==> src/rtl/tl_insn_responder_if.sv <==
// TileLink-UL A/D channel bundle for the instruction fetch port.
// The fetch unit takes the master modport and the responder takes the slave modport.
interface tl_insn_responder_if;
    logic        a_valid;
    logic        a_ready;
    logic [2:0]  a_opcode;
    logic [2:0]  a_param;
    logic [3:0]  a_size;
    logic        a_source;
    logic [31:0] a_address;
    logic [3:0]  a_mask;
    logic [31:0] a_data;
    logic        a_corrupt;

    logic        d_valid;
    logic        d_ready;
    logic [2:0]  d_opcode;
    logic [1:0]  d_param;
    logic [3:0]  d_size;
    logic        d_source;
    logic        d_sink;
    logic        d_denied;
    logic [31:0] d_data;
    logic        d_corrupt;

    modport master (
        output a_valid, a_opcode, a_param, a_size, a_source, a_address, a_mask, a_data, a_corrupt,
        input  a_ready,
        input  d_valid, d_opcode, d_param, d_size, d_source, d_sink, d_denied, d_data, d_corrupt,
        output d_ready
    );

    modport slave (
        input  a_valid, a_opcode, a_param, a_size, a_source, a_address, a_mask, a_data, a_corrupt,
        output a_ready,
        output d_valid, d_opcode, d_param, d_size, d_source, d_sink, d_denied, d_data, d_corrupt,
        input  d_ready
    );
endinterface

==> src/rtl/tl_insn_responder.sv <==
// TileLink-UL read-only responder for instruction fetch: SRAM read stage plus in-order response queue.
// Optional per-byte SRAM parity checking is enabled by defining TL_INSN_RESP_PARITY_EN.
module tl_insn_responder #(
    parameter logic [31:0] BASE_ADDR  = 32'h0000_0000,
    parameter int          MEM_WORDS  = 1024,
    parameter int          FIFO_DEPTH = 3,
    localparam int         AW         = $clog2(MEM_WORDS)
) (
    input  logic          clock,
    input  logic          reset_n,
    tl_insn_responder_if.slave tl,
    output logic          mem_req,
    output logic [AW-1:0] mem_addr,
    input  logic [31:0]   mem_rdata
`ifdef TL_INSN_RESP_PARITY_EN
    ,
    input  logic [3:0]    mem_rparity
`endif
);

    localparam int          PW        = (FIFO_DEPTH > 1) ? $clog2(FIFO_DEPTH) : 1;
    localparam int          CW        = $clog2(FIFO_DEPTH + 1) + 1;
    localparam logic [32:0] WIN_BYTES = 33'(MEM_WORDS) << 2;

    typedef enum logic [1:0] {
        KIND_GET_OK,
        KIND_GET_BAD,
        KIND_PUT,
        KIND_HINT
    } kind_e;

    typedef struct packed {
        logic [2:0]  opcode;
        logic [3:0]  size;
        logic        source;
        logic        denied;
        logic        corrupt;
        logic [31:0] data;
    } entry_t;

    logic [31:0]   w_offset;
    logic          w_in_range;
    logic          w_aligned;
    kind_e         w_kind;
    logic          w_a_ready;
    logic          w_accept;
    logic [CW-1:0] w_occ;
    logic          w_parity_err;
    entry_t        w_push_entry;
    entry_t        w_head;
    logic          w_d_valid;
    logic          w_push;
    logic          w_pop;
    logic          w_unused;

    logic          r_s1_valid;
    kind_e         r_s1_kind;
    logic [3:0]    r_s1_size;
    logic          r_s1_source;

    entry_t        r_fifo [FIFO_DEPTH];
    logic [PW-1:0] r_head;
    logic [PW-1:0] r_tail;
    logic [CW-1:0] r_count;

    // Parameter, mask, write data and corrupt carry nothing for a read-only port.
    assign w_unused = ^{tl.a_param, tl.a_mask, tl.a_data, tl.a_corrupt};

    // Addresses below the base wrap to a large offset, so one unsigned compare covers both bounds.
    assign w_offset   = tl.a_address - BASE_ADDR;
    assign w_in_range = {1'b0, w_offset} < WIN_BYTES;

    // NOTE: every output of a combinational block gets a default first so no path can infer a latch.
    always_comb begin
        w_aligned = 1'b0;
        case (tl.a_size)
            4'd0:    w_aligned = 1'b1;
            4'd1:    w_aligned = ~tl.a_address[0];
            4'd2:    w_aligned = (tl.a_address[1:0] == 2'b00);
            default: w_aligned = 1'b0;
        endcase
    end

    always_comb begin
        w_kind = KIND_GET_BAD;
        case (tl.a_opcode)
            3'd0, 3'd1: w_kind = KIND_PUT;
            3'd4:       w_kind = (w_in_range && w_aligned) ? KIND_GET_OK : KIND_GET_BAD;
            3'd5:       w_kind = KIND_HINT;
            default:    w_kind = KIND_GET_BAD;
        endcase
    end

    // Space is judged on registered state only, keeping d_ready out of the a_ready path.
    assign w_occ     = r_count + CW'(r_s1_valid);
    assign w_a_ready = reset_n & (w_occ < CW'(FIFO_DEPTH));
    assign w_accept  = tl.a_valid & w_a_ready;
    assign tl.a_ready = w_a_ready;

    assign mem_req  = w_accept & (w_kind == KIND_GET_OK);
    assign mem_addr = mem_req ? w_offset[AW+1:2] : '0;

    // NOTE: sequential state is updated with non-blocking assignments so every register samples pre-edge values.
    always_ff @(posedge clock) begin
        if (!reset_n) begin
            r_s1_valid  <= 1'b0;
            r_s1_kind   <= KIND_GET_BAD;
            r_s1_size   <= '0;
            r_s1_source <= 1'b0;
        end else begin
            r_s1_valid <= w_accept;
            if (w_accept) begin
                r_s1_kind   <= w_kind;
                r_s1_size   <= tl.a_size;
                r_s1_source <= tl.a_source;
            end
        end
    end

`ifdef TL_INSN_RESP_PARITY_EN
    always_comb begin
        w_parity_err = 1'b0;
        for (int i = 0; i < 4; i++) begin
            if ((^mem_rdata[8*i +: 8]) != mem_rparity[i]) begin
                w_parity_err = 1'b1;
            end
        end
    end
`else
    assign w_parity_err = 1'b0;
`endif

    always_comb begin
        w_push_entry        = '0;
        w_push_entry.size   = r_s1_size;
        w_push_entry.source = r_s1_source;
        case (r_s1_kind)
            KIND_GET_OK: begin
                w_push_entry.opcode  = 3'd1;
                w_push_entry.data    = mem_rdata;
                w_push_entry.corrupt = w_parity_err;
            end
            KIND_GET_BAD: begin
                w_push_entry.opcode  = 3'd1;
                w_push_entry.denied  = 1'b1;
                w_push_entry.corrupt = 1'b1;
            end
            KIND_PUT: begin
                w_push_entry.opcode = 3'd0;
                w_push_entry.denied = 1'b1;
            end
            default: begin
                w_push_entry.opcode = 3'd2;
            end
        endcase
    end

    function automatic logic [PW-1:0] ptr_next(input logic [PW-1:0] p);
        return (p == PW'(FIFO_DEPTH - 1)) ? '0 : p + PW'(1);
    endfunction

    assign w_d_valid = (r_count != '0);
    assign w_push    = r_s1_valid;
    assign w_pop     = w_d_valid & tl.d_ready;
    assign w_head    = r_fifo[r_head];

    // NOTE: queue storage has no reset; r_count alone decides which entries are live.
    always_ff @(posedge clock) begin
        if (w_push) begin
            r_fifo[r_tail] <= w_push_entry;
        end
    end

    always_ff @(posedge clock) begin
        if (!reset_n) begin
            r_head  <= '0;
            r_tail  <= '0;
            r_count <= '0;
        end else begin
            if (w_push) r_tail <= ptr_next(r_tail);
            if (w_pop)  r_head <= ptr_next(r_head);
            case ({w_push, w_pop})
                2'b10:   r_count <= r_count + CW'(1);
                2'b01:   r_count <= r_count - CW'(1);
                default: r_count <= r_count;
            endcase
        end
    end

    // Fields read as zero whenever the queue is empty, including throughout reset.
    assign tl.d_valid   = w_d_valid;
    assign tl.d_opcode  = w_d_valid ? w_head.opcode  : '0;
    assign tl.d_size    = w_d_valid ? w_head.size    : '0;
    assign tl.d_source  = w_d_valid ? w_head.source  : 1'b0;
    assign tl.d_denied  = w_d_valid ? w_head.denied  : 1'b0;
    assign tl.d_corrupt = w_d_valid ? w_head.corrupt : 1'b0;
    assign tl.d_data    = w_d_valid ? w_head.data    : '0;
    assign tl.d_param   = '0;
    assign tl.d_sink    = 1'b0;

endmodule

==> src/flat_wrapper.sv <==
// flat-port wrapper written by rule: the top's interface ports become plain ports
module tl_insn_responder_flat 
#(
    parameter logic [31:0] BASE_ADDR  = 32'h0000_0000,
    parameter int          MEM_WORDS  = 1024,
    parameter int          FIFO_DEPTH = 3,
    localparam int         AW         = $clog2(MEM_WORDS)
)
  (clock, reset_n, mem_req, mem_addr, mem_rdata, tl_a_valid, tl_a_opcode, tl_a_param, tl_a_size, tl_a_source, tl_a_address, tl_a_mask, tl_a_data, tl_a_corrupt, tl_a_ready, tl_d_valid, tl_d_opcode, tl_d_param, tl_d_size, tl_d_source, tl_d_sink, tl_d_denied, tl_d_data, tl_d_corrupt, tl_d_ready);
  tl_insn_responder_if tl_i ();
  input  logic clock;
  input  logic reset_n;
  output logic mem_req;
  output logic [AW-1:0] mem_addr;
  input  logic [31:0] mem_rdata;
  input wire logic [$bits(tl_i.a_valid)-1:0] tl_a_valid;
  input wire logic [$bits(tl_i.a_opcode)-1:0] tl_a_opcode;
  input wire logic [$bits(tl_i.a_param)-1:0] tl_a_param;
  input wire logic [$bits(tl_i.a_size)-1:0] tl_a_size;
  input wire logic [$bits(tl_i.a_source)-1:0] tl_a_source;
  input wire logic [$bits(tl_i.a_address)-1:0] tl_a_address;
  input wire logic [$bits(tl_i.a_mask)-1:0] tl_a_mask;
  input wire logic [$bits(tl_i.a_data)-1:0] tl_a_data;
  input wire logic [$bits(tl_i.a_corrupt)-1:0] tl_a_corrupt;
  output wire logic [$bits(tl_i.a_ready)-1:0] tl_a_ready;
  output wire logic [$bits(tl_i.d_valid)-1:0] tl_d_valid;
  output wire logic [$bits(tl_i.d_opcode)-1:0] tl_d_opcode;
  output wire logic [$bits(tl_i.d_param)-1:0] tl_d_param;
  output wire logic [$bits(tl_i.d_size)-1:0] tl_d_size;
  output wire logic [$bits(tl_i.d_source)-1:0] tl_d_source;
  output wire logic [$bits(tl_i.d_sink)-1:0] tl_d_sink;
  output wire logic [$bits(tl_i.d_denied)-1:0] tl_d_denied;
  output wire logic [$bits(tl_i.d_data)-1:0] tl_d_data;
  output wire logic [$bits(tl_i.d_corrupt)-1:0] tl_d_corrupt;
  input wire logic [$bits(tl_i.d_ready)-1:0] tl_d_ready;
  assign tl_i.a_valid = tl_a_valid;
  assign tl_i.a_opcode = tl_a_opcode;
  assign tl_i.a_param = tl_a_param;
  assign tl_i.a_size = tl_a_size;
  assign tl_i.a_source = tl_a_source;
  assign tl_i.a_address = tl_a_address;
  assign tl_i.a_mask = tl_a_mask;
  assign tl_i.a_data = tl_a_data;
  assign tl_i.a_corrupt = tl_a_corrupt;
  assign tl_a_ready = tl_i.a_ready;
  assign tl_d_valid = tl_i.d_valid;
  assign tl_d_opcode = tl_i.d_opcode;
  assign tl_d_param = tl_i.d_param;
  assign tl_d_size = tl_i.d_size;
  assign tl_d_source = tl_i.d_source;
  assign tl_d_sink = tl_i.d_sink;
  assign tl_d_denied = tl_i.d_denied;
  assign tl_d_data = tl_i.d_data;
  assign tl_d_corrupt = tl_i.d_corrupt;
  assign tl_i.d_ready = tl_d_ready;
  tl_insn_responder #(.BASE_ADDR(BASE_ADDR), .MEM_WORDS(MEM_WORDS), .FIFO_DEPTH(FIFO_DEPTH)) u_core (.clock(clock), .reset_n(reset_n), .tl(tl_i), .mem_req(mem_req), .mem_addr(mem_addr), .mem_rdata(mem_rdata));
endmodule
==> config.mk <==
export PLATFORM = sky130hd
export DESIGN_NAME = tl_insn_responder_flat
export DESIGN_NICKNAME = d
export VERILOG_FILES = /design/src/rtl/tl_insn_responder_if.sv /design/src/rtl/tl_insn_responder.sv /design/src/flat_wrapper.sv
export SDC_FILE = /design/constraint.sdc
export NUM_CORES = 1
export LEC_CHECK = 0
export ABC_AREA = 1
export CORE_UTILIZATION = 47
export CTS_CLUSTER_DIAMETER = 80
export DETAILED_ROUTE_END_ITERATION = 12
export PLACE_DENSITY = 0.9
export SYNTH_ARGS = -nofsm -noshare
export SYNTH_HDL_FRONTEND = slang
export SYNTH_SLANG_ARGS = --single-unit
==> constraint.sdc <==
create_clock -name clock -period 4.9 [get_ports clock]
set_clock_uncertainty 0.2 [all_clocks]
set_input_delay 0.735 -clock clock [delete_from_list [all_inputs] [get_ports clock]]
set_output_delay 0.735 -clock clock [all_outputs]
set_load 0.03 [all_outputs]
### Word-level counts from Yosys, hierarchy flattened

Memory sizes are Yosys's and may differ from the RTL's. A register that Yosys moved wholly into a read port is not among the register bits.
Cells that the tools add are included.

* memory bits (writable): 123
* register bits: 15
* memories: 1

* equality and inequality tests: 11
* add/subtract/negate cells: 5
* reductions and logical operators: 11
* $lt $le $gt $ge: 2
* multiplexer cells: 21
* bitwise gates (word level): 5

Memories
* u_core.r_fifo: words 3, bits a word 41, read ports 1, clocked after memory_dff 1, write ports 1, line tl_insn_responder.sv:61 `entry_t r_fifo [FIFO_DEPTH];`

Operators with widths (count)
* $mux 32: 2
* $lt 32x13->1 const B: 1
* $mux 10: 1
* $eq 2x2->1 const B: 4
* $mux 1: 8
* $mux 2: 4
* $eq 3x3->1 const B: 2
* $logic_not 2->1: 3
* $pmux 2 s3: 1
* $pmux 3 s2: 1
* $reduce_or 2->1: 3
* $add 2x1->2 const B: 2
* $and 1x1->1: 4
* $eq 2x1->1 const B: 2
* $eq 4x1->1 const B: 1
* $eq 4x2->1 const B: 1
* $logic_not 4->1: 1
* $mux 4: 1
* $pmux 2 s2: 1
* $add 3x1->3: 1
* $add 3x1->3 const B: 1
* $eq 3x1->1 const B: 1
* $logic_not 3->1: 1
* $lt 3x2->1 const B: 1
* 7 further kinds: 7

### Depth between registers and ports, before layout

Gate-level depths: netlist of run 1.

* word-level depth: 8
* depth in mapped cells: 12
* depth with buffers taken out: 12

### Worst setup path before layout of run 1

Ideal clock, no wire load.

* path type: flip-flop to flip-flop
* start: reg u_core.r_s1_valid
* end: mem u_core.r_fifo[0][0] (netlist bit), enable pin
* library setup time: 493 ps
* clock period less this slack: 3967 ps
* data arrival time: 3274 ps
* setup slack: 933 ps
* cell stages (with the launch flop): 3
* cell sequence: dfxtp_1 inv_1 nor3_1

* cells in the longest elaborated chain, start to end: 2

Ends and longest elaborated chain
* from (decl): line tl_insn_responder.sv:56 `logic r_s1_valid;`
* from (signal assigned): line tl_insn_responder.sv:111 `r_s1_valid <= w_accept;`
* $mux 1: line tl_insn_responder.sv:169 `if (w_push) begin`
* $mux 1 (not written as such): line tl_insn_responder.sv:170 `r_fifo[r_tail] <= w_push_entry;`
* to (decl): line tl_insn_responder.sv:61

No other way between the ends.

### Worst setup path after layout of run 1

* start: in reset_n
* end: out mem_addr[9]

* cells in the longest elaborated chain, start to end: 4

Ends and longest elaborated chain
* from (decl): line flat_wrapper.sv:12 `input logic reset_n;`
* $and 1x1->1: line tl_insn_responder.sv:96 `assign w_a_ready = reset_n & (w_occ < CW'(FIFO_DEPTH));`
* $and 1x1->1: line tl_insn_responder.sv:97 `assign w_accept = tl.a_valid & w_a_ready;`
* $and 1x1->1: line tl_insn_responder.sv:100 `assign mem_req = w_accept & (w_kind == KIND_GET_OK);`
* $mux 10: line tl_insn_responder.sv:101 `assign mem_addr = mem_req ? w_offset[AW+1:2] : '0;`
* to (decl): line flat_wrapper.sv:14 `output logic [AW-1:0] mem_addr;`

No other way between the ends.

==> impl_results.md, run 1 <==
* Sequential power share at 31.5%
* Critical path arrival at 3.08 ns
* Leak at 0.00320 uW
* Remaining Overflow, GRT at 0
* DIE HEIGHT at 114 um
* Sequential fraction of the synthesis area at 68.2%
* Final setup violation count at 0
* Internal power at 2950 uW
* Most common library cell in the layout ignoring fill and taps: nand2_1
* Number of top-level pins at 174
* Average footprint of a synthesized cell at 10.7 um^2
* Number of fill cells in the layout at 928
* TritonCTS Buffers at 17
* CP endpoint kind: primary output
* Remaining antenna violation count at 0
* Clock latency of the later-clocked register in the worst-skew pair at 0.41 ns
* Root buffer cell: clkbuf_16
* Portion of synthesized cell area occupied by the leading cell type at 62.5%
* Layout net count at 801
* Class of the worst hold path: register to register
* Number of slew-limit violations in the final report at 0
* Total detailed-routing wirelength at 13.5 mm
* Combinational share of power at 41.2%
* Transition at the pin with the smallest max-transition slack at 1.21 ns
* Commonest cells after routing, fill and taps aside: nand2_1, clkdlybuf4s50_1, edfxtp_1
* First drt pass iteration count at 5
* Worst-case vdd ir drop at 0.278 mV
* Detail Placement HPWL at 8.45 mm
* Share of layout cells above drive strength 1 at 8.83%
* Clock sink total at 140
* Width of the chip at 114 um
* Max_slew headroom at 19.5%
* Switching power at 1770 uW
* Flip-flop and latch count after synthesis at 140
* Via count of the first global-routing pass at 4490
* Number of H-tree branching levels at 4
* Fin Setup TNS at 0 ns
* Antenna violations before repair at 0
* Routed length per placed instance at 15.7 um
* Outcome: complete, no violations
* Min Clock Period, post-route at 4.02 ns
* Netlist cell types at 26
* Number of antenna diodes at 0
* Power density over the cells at 592 nW/um^2
* Post-synthesis cell count at 550
* Net switching fraction of the power at 37.5%
* First-pass GRT wire length at 21.4 mm
* Number of buffers added for setup after CTS at 0
* Remaining DRCs at 0
* Max_cap viols at 0
* Syn. warnings at 0
* Crit-path max FO at 11
* Type of origin of the critical path: primary input
* Via total after detailed routing at 4359
* Post-route clock period utilization at 82.0%
* Instance area after placement at 7360 um^2
* Cell area after technology mapping at 5910 um^2
* Total routing resource utilization after global routing at 22.1%
* Routability cong. at 0.788
* Initial core utilization at 48.8%
* Count of hold-fix buffers inserted at cts at 0
* Part of the power in the clock network at 27.2%
* RSZ-0062 raised after global routing: false
* CTS resizes at 0
* Ranking of synthesized cells by area: edfxtp_1, nand2_1, dfxtp_1
* CP Data Required Time at 3.96 ns
* TritonCTS clock tree: built
* Number of buffer cells added on primary ports at 129
* Worst setup path category: primary input to primary output
* Synthesis-to-finish area growth at 35.0%
* Floorplan core area at 12100 um^2
* Die Footprint at 13000 um^2
* Clock transition at the register clock pins on the worst setup and hold paths after CTS at 0.06 ns
* Max Root-Sink Buffers at 2
* Cell type contributing the most total cell area after synthesis: edfxtp_1
* Maximum achievable frequency at 0.249 GHz
* Fin area at 7980 um^2
* Maximum number of pins on one net before global-route repair at 82
* Hold Violations, Final at 0
* Via density at 5.07
* Cell row count at 40
* DRC violation total after the first TritonRoute iteration at 295
-- metrics by stage --
stage	utilization (%)	cells	hold slack, ns	setup WS (ns)	power, uW
global route	65.9	859	0.322	0.693	4950
floorplan	-	553	0.243	0.933	2690
detailed placement	60.8	827	0.279	0.849	3450
CTS	65.9	859	0.294	0.849	4750
global placement	60.8	827	0.259	0.883	3380
finish	65.9	859	0.291	0.882	4720
-- power by group through the flow --
stage	logic [uW]	registers, uW	clock network, uW
after global placement	1880	1500	0
after CTS	1960	1490	1300
after detailed placement	1940	1510	0
after floorplan	1190	1500	0
after global routing	2090	1500	1350
final	1950	1490	1290
-- worst paths after layout --
kind / endpoint / slack, ns / start / cells past startpoint
worst max-delay path: mem_addr[9] / 0.88 / reset_n / 10
worst min-delay path: u_core.r_fifo[1][34] / 0.29 / u_core.r_s1_source / 0
worst max register to register: u_core.r_count[2] / 1.77 / u_core.r_count[0] / 12
worst min register to register: u_core.r_fifo[1][34] / 0.29 / u_core.r_s1_source / 0
-- cells by family after synthesis --
group	synth area share, %
buf+inv	7.49
flops	68.2
other cells	0.0634
compound gates	9.78
fa+ha+maj	1.61
xor+xnor	0.148
simple gates	12.7
-- worst max-delay path, stage by stage --
cell and delay (ns):
clkdlybuf4s50_1 0.57, inv_2 0.14, a21oi_2 0.12, nand2_1 0.07
inv_2 0.08, nand2_4 0.09, nor2_4 0.10, nand3_2 0.27
nor2_1 0.22, clkdlybuf4s50_1 0.70
-- cell usage after synthesis, drive strengths merged --
library cell,instances
a211oi,1
a21oi,15
a31oi,41
and2,1
buf,5
clkbuf,26
conb,1
dfxtp,17
edfxtp,123
fa,1
ha,6
inv,81
nand2,152
nand3,3
nor2,28
nor3,2
o211a,1
o21ai,45
xnor2,1
-- registers in the layout, indices dropped and copies added (netlist names), named ones only --
name and flops:
u_core.r_s1_kind 2, u_core.r_count 3, u_core.r_s1_size 4, u_core.r_s1_source 1, u_core.r_head 2, u_core.r_fifo 123, u_core.r_tail 2, u_core.r_s1_valid 1
-- area by class of cell --
class / instances / area (um^2) / area share [%]
clock inverters: 7 / 41.3 / 0.517
clock buffers: 25 / 581 / 7.27
repair buffers: 137 / 1350 / 16.9
multi-input cells: 301 / 1460 / 18.3
well taps: 168 / 210 / 2.63
flip-flops and latches: 140 / 4040 / 50.5
inverters: 81 / 304 / 3.81
-- routing by layer --
layer	track usage [%]	vias up	wire length, um
li1	-	2091	-
met1	23.9	2083	5160
met2	40.9	167	7470
met3	5.56	18	699
met4	9.44	0	195
met5	0	-	0
(Power assumes the default switching activity.)
==> run 2, diff against run 1 <==
--- a/config.mk
+++ b/config.mk
@@ -6,10 +6,10 @@
 export NUM_CORES = 1
 export LEC_CHECK = 0
 export ABC_AREA = 1
-export CORE_UTILIZATION = 47
+export CORE_UTILIZATION = 43
 export CTS_CLUSTER_DIAMETER = 80
 export DETAILED_ROUTE_END_ITERATION = 12
-export PLACE_DENSITY = 0.9
+export PLACE_DENSITY = 0.87
 export SYNTH_ARGS = -nofsm -noshare
 export SYNTH_HDL_FRONTEND = slang
 export SYNTH_SLANG_ARGS = --single-unit
==> constraint.sdc (replaced) <==
create_clock -name clock -period 3.29 [get_ports clock]
set_clock_uncertainty 0.2 [all_clocks]
set_input_delay 0.4935 -clock clock [delete_from_list [all_inputs] [get_ports clock]]
set_output_delay 0.4935 -clock clock [all_outputs]
set_load 0.03 [all_outputs]
==> impl_results.md, run 2 (synthesis gave the netlist of run 1 again) <==
* DRC violation total after the first TritonRoute iteration at 279
* Share of layout cells above drive strength 1 at 11.5%
* Number of top-level pins at 174
* Number of buffer cells added on primary ports at 129
* Largest registers ranked by flip-flop count: u_core.r_fifo: 123 flops, u_core.r_s1_size: 4 flops, u_core.r_count: 3 flops
* Antenna violations before repair at 0
* TritonCTS Buffers at 17
* Leak at 0.00322 uW
* Width of the chip at 119 um
* Most used routing layer: met2
* Layout net count at 803
* Total detailed-routing wirelength at 12.1 mm
* Critical path arrival at 2.29 ns
* Hold wc startpoint: u_core.r_s1_size[3]
* Number of antenna diodes at 0
* Clock transition at the register clock pins on the worst setup and hold paths after CTS at 0.06 ns
* R2r startpoint: u_core.r_count[1]
* Worst-case vdd ir drop at 0.406 mV
* CP Data Required Time at 2.60 ns
* Post-route clock period utilization at 90.6%
* Commonest cells after routing, fill and taps aside: nand2_1, edfxtp_1, clkdlybuf4s50_1
* Number of buffers added for setup after CTS at 0
* Class of the worst hold path: register to register
* Min Clock Period, post-route at 2.98 ns
* Transition at the pin with the smallest max-transition slack at 0.978 ns
* Remaining Overflow, GRT at 0
* Flip-flop count of the largest register after layout at 123
* Setup slack at placement at 0.298 ns
* Power density over the cells at 872 nW/um^2
* Initial core utilization at 44.3%
* Most common library cell in the layout ignoring fill and taps: nand2_1
* Max_cap viols at 0
* Worst setup path category: register to primary output
* Maximum achievable frequency at 0.335 GHz
* Cell row count at 42
* Clock sink total at 140
* Met2 Use GR at 32.6%
* Die Footprint at 14200 um^2
* Logic depth of the worst register-to-register path at 12
* First drt pass iteration count at 4
* Routed length per placed instance at 13.9 um
* Maximum number of pins on one net before global-route repair at 51
* Placed Cells incl. Taps at 837
* Worst Hold Path Cells at 0
* Number of fill cells in the layout at 1073
* Remaining DRCs at 0
* TritonCTS clock tree: built
* Hold Violations, Final at 0
* CP endpoint kind: primary output
* Number of slew-limit violations in the final report at 0
* Count of hold-fix buffers inserted at cts at 0
* Setup slack of the most critical reg-to-reg path at 1.24 ns
* Detail Placement HPWL at 7.52 mm
* Remaining antenna violation count at 0
* Total routing resource utilization after global routing at 17.7%
* Worst-case hold path end point: u_core.r_fifo[2][38]
* Non-filler instance count after layout at 869
* Via count of the first global-routing pass at 4245
* Synthesis-to-finish area growth at 34.7%
* DIE HEIGHT at 119 um
* Number of H-tree branching levels at 4
* Final setup violation count at 0
* WHS at 0.276 ns
* Fin Setup TNS at 0 ns
* First-pass GRT wire length at 19.3 mm
* Type of origin of the critical path: register
* Clock latency of the later-clocked register in the worst-skew pair at 0.40 ns
* RSZ-0062 raised after global routing: false
* CTS resizes at 0
* Routability cong. at 0.724
* Most flop-heavy register: u_core.r_fifo
* Outcome: complete, no violations
* Worst r2r dst: u_core.r_count[2]
* Root buffer cell: clkbuf_16
* Crit-path max FO at 19
* Final Worst Setup Slack at 0.308 ns
* Floorplan core area at 13300 um^2
* Max_slew headroom at 34.7%
* Global-route track usage on met3 at 4.21%
* Via density at 4.85
* Max Root-Sink Buffers at 2
* Via total after detailed routing at 4217
* Post-route core utilization at 59.7%
* Met1 Resource Use GR at 19.4%
-- run 2: area by class of cell --
type                            instances  area [um^2]  share of cell area [%]
Inverter                               81          304                    3.82
Sequential cell                       140         4040                    50.7
Multi-Input combinational cell        301         1470                    18.5
Timing Repair Buffer                  139         1350                    16.9
Tap cell                              176          220                    2.77
Clock buffer                           17          425                    5.34
Clock inverter                         15          155                    1.95
-- run 2: metrics by stage --
stage / total power [uW] / area [um^2]
6_report: 6950 / 7960
4_1_cts: 6970 / 7960
3_5_place_dp: 5140 / 7380
3_3_place_gp: 5090 / 7380
2_1_floorplan: 4000 / 5930
5_1_grt: 7280 / 7960
-- run 2: critical path, stage by stage (launching register included) --
cell and delay [ns]:
dfxtp_1 0.36, inv_1 0.09, nand3_2 0.10, buf_4 0.25, o21ai_0 0.13, a31oi_1 0.22, clkdlybuf4s50_1 0.72
-- run 2: routing by layer --
metal | part of all wire, % | wire (um)
met5 | 0 | 0
met4 | 1.2 | 139
met3 | 5.5 | 665
met2 | 53 | 6340
met1 | 41 | 4930
-- run 2: power by group --
| group | internal, uW | leakage, uW | total, uW | switching [uW] |
|---|---|---|---|---|
| Combinational | 1040 | 0.00166 | 2890 | 1850 |
| Sequential | 2150 | 0.00129 | 2210 | 63.6 |
| Clock | 1170 | 0.000276 | 1840 | 668 |
-- run 2: how the worst max path moves through the flow --
| stage | endpoint | depth (start not counted) | slack (ns) | startpoint |
|---|---|---|---|---|
| detailed placement | mem_addr[9] | 10 | 0.30 | reset_n |
| global placement | mem_addr[9] | 10 | 0.30 | reset_n |
| floorplan | u_core.r_fifo[0][0] | 2 | 0.60 | u_core.r_s1_valid |
| global route | mem_addr[4] | 10 | 0.14 | u_core.r_s1_valid |
| CTS | mem_addr[9] | 10 | 0.28 | u_core.r_s1_valid |
| finish | tl_d_data[0] | 6 | 0.31 | u_core.r_count[1] |
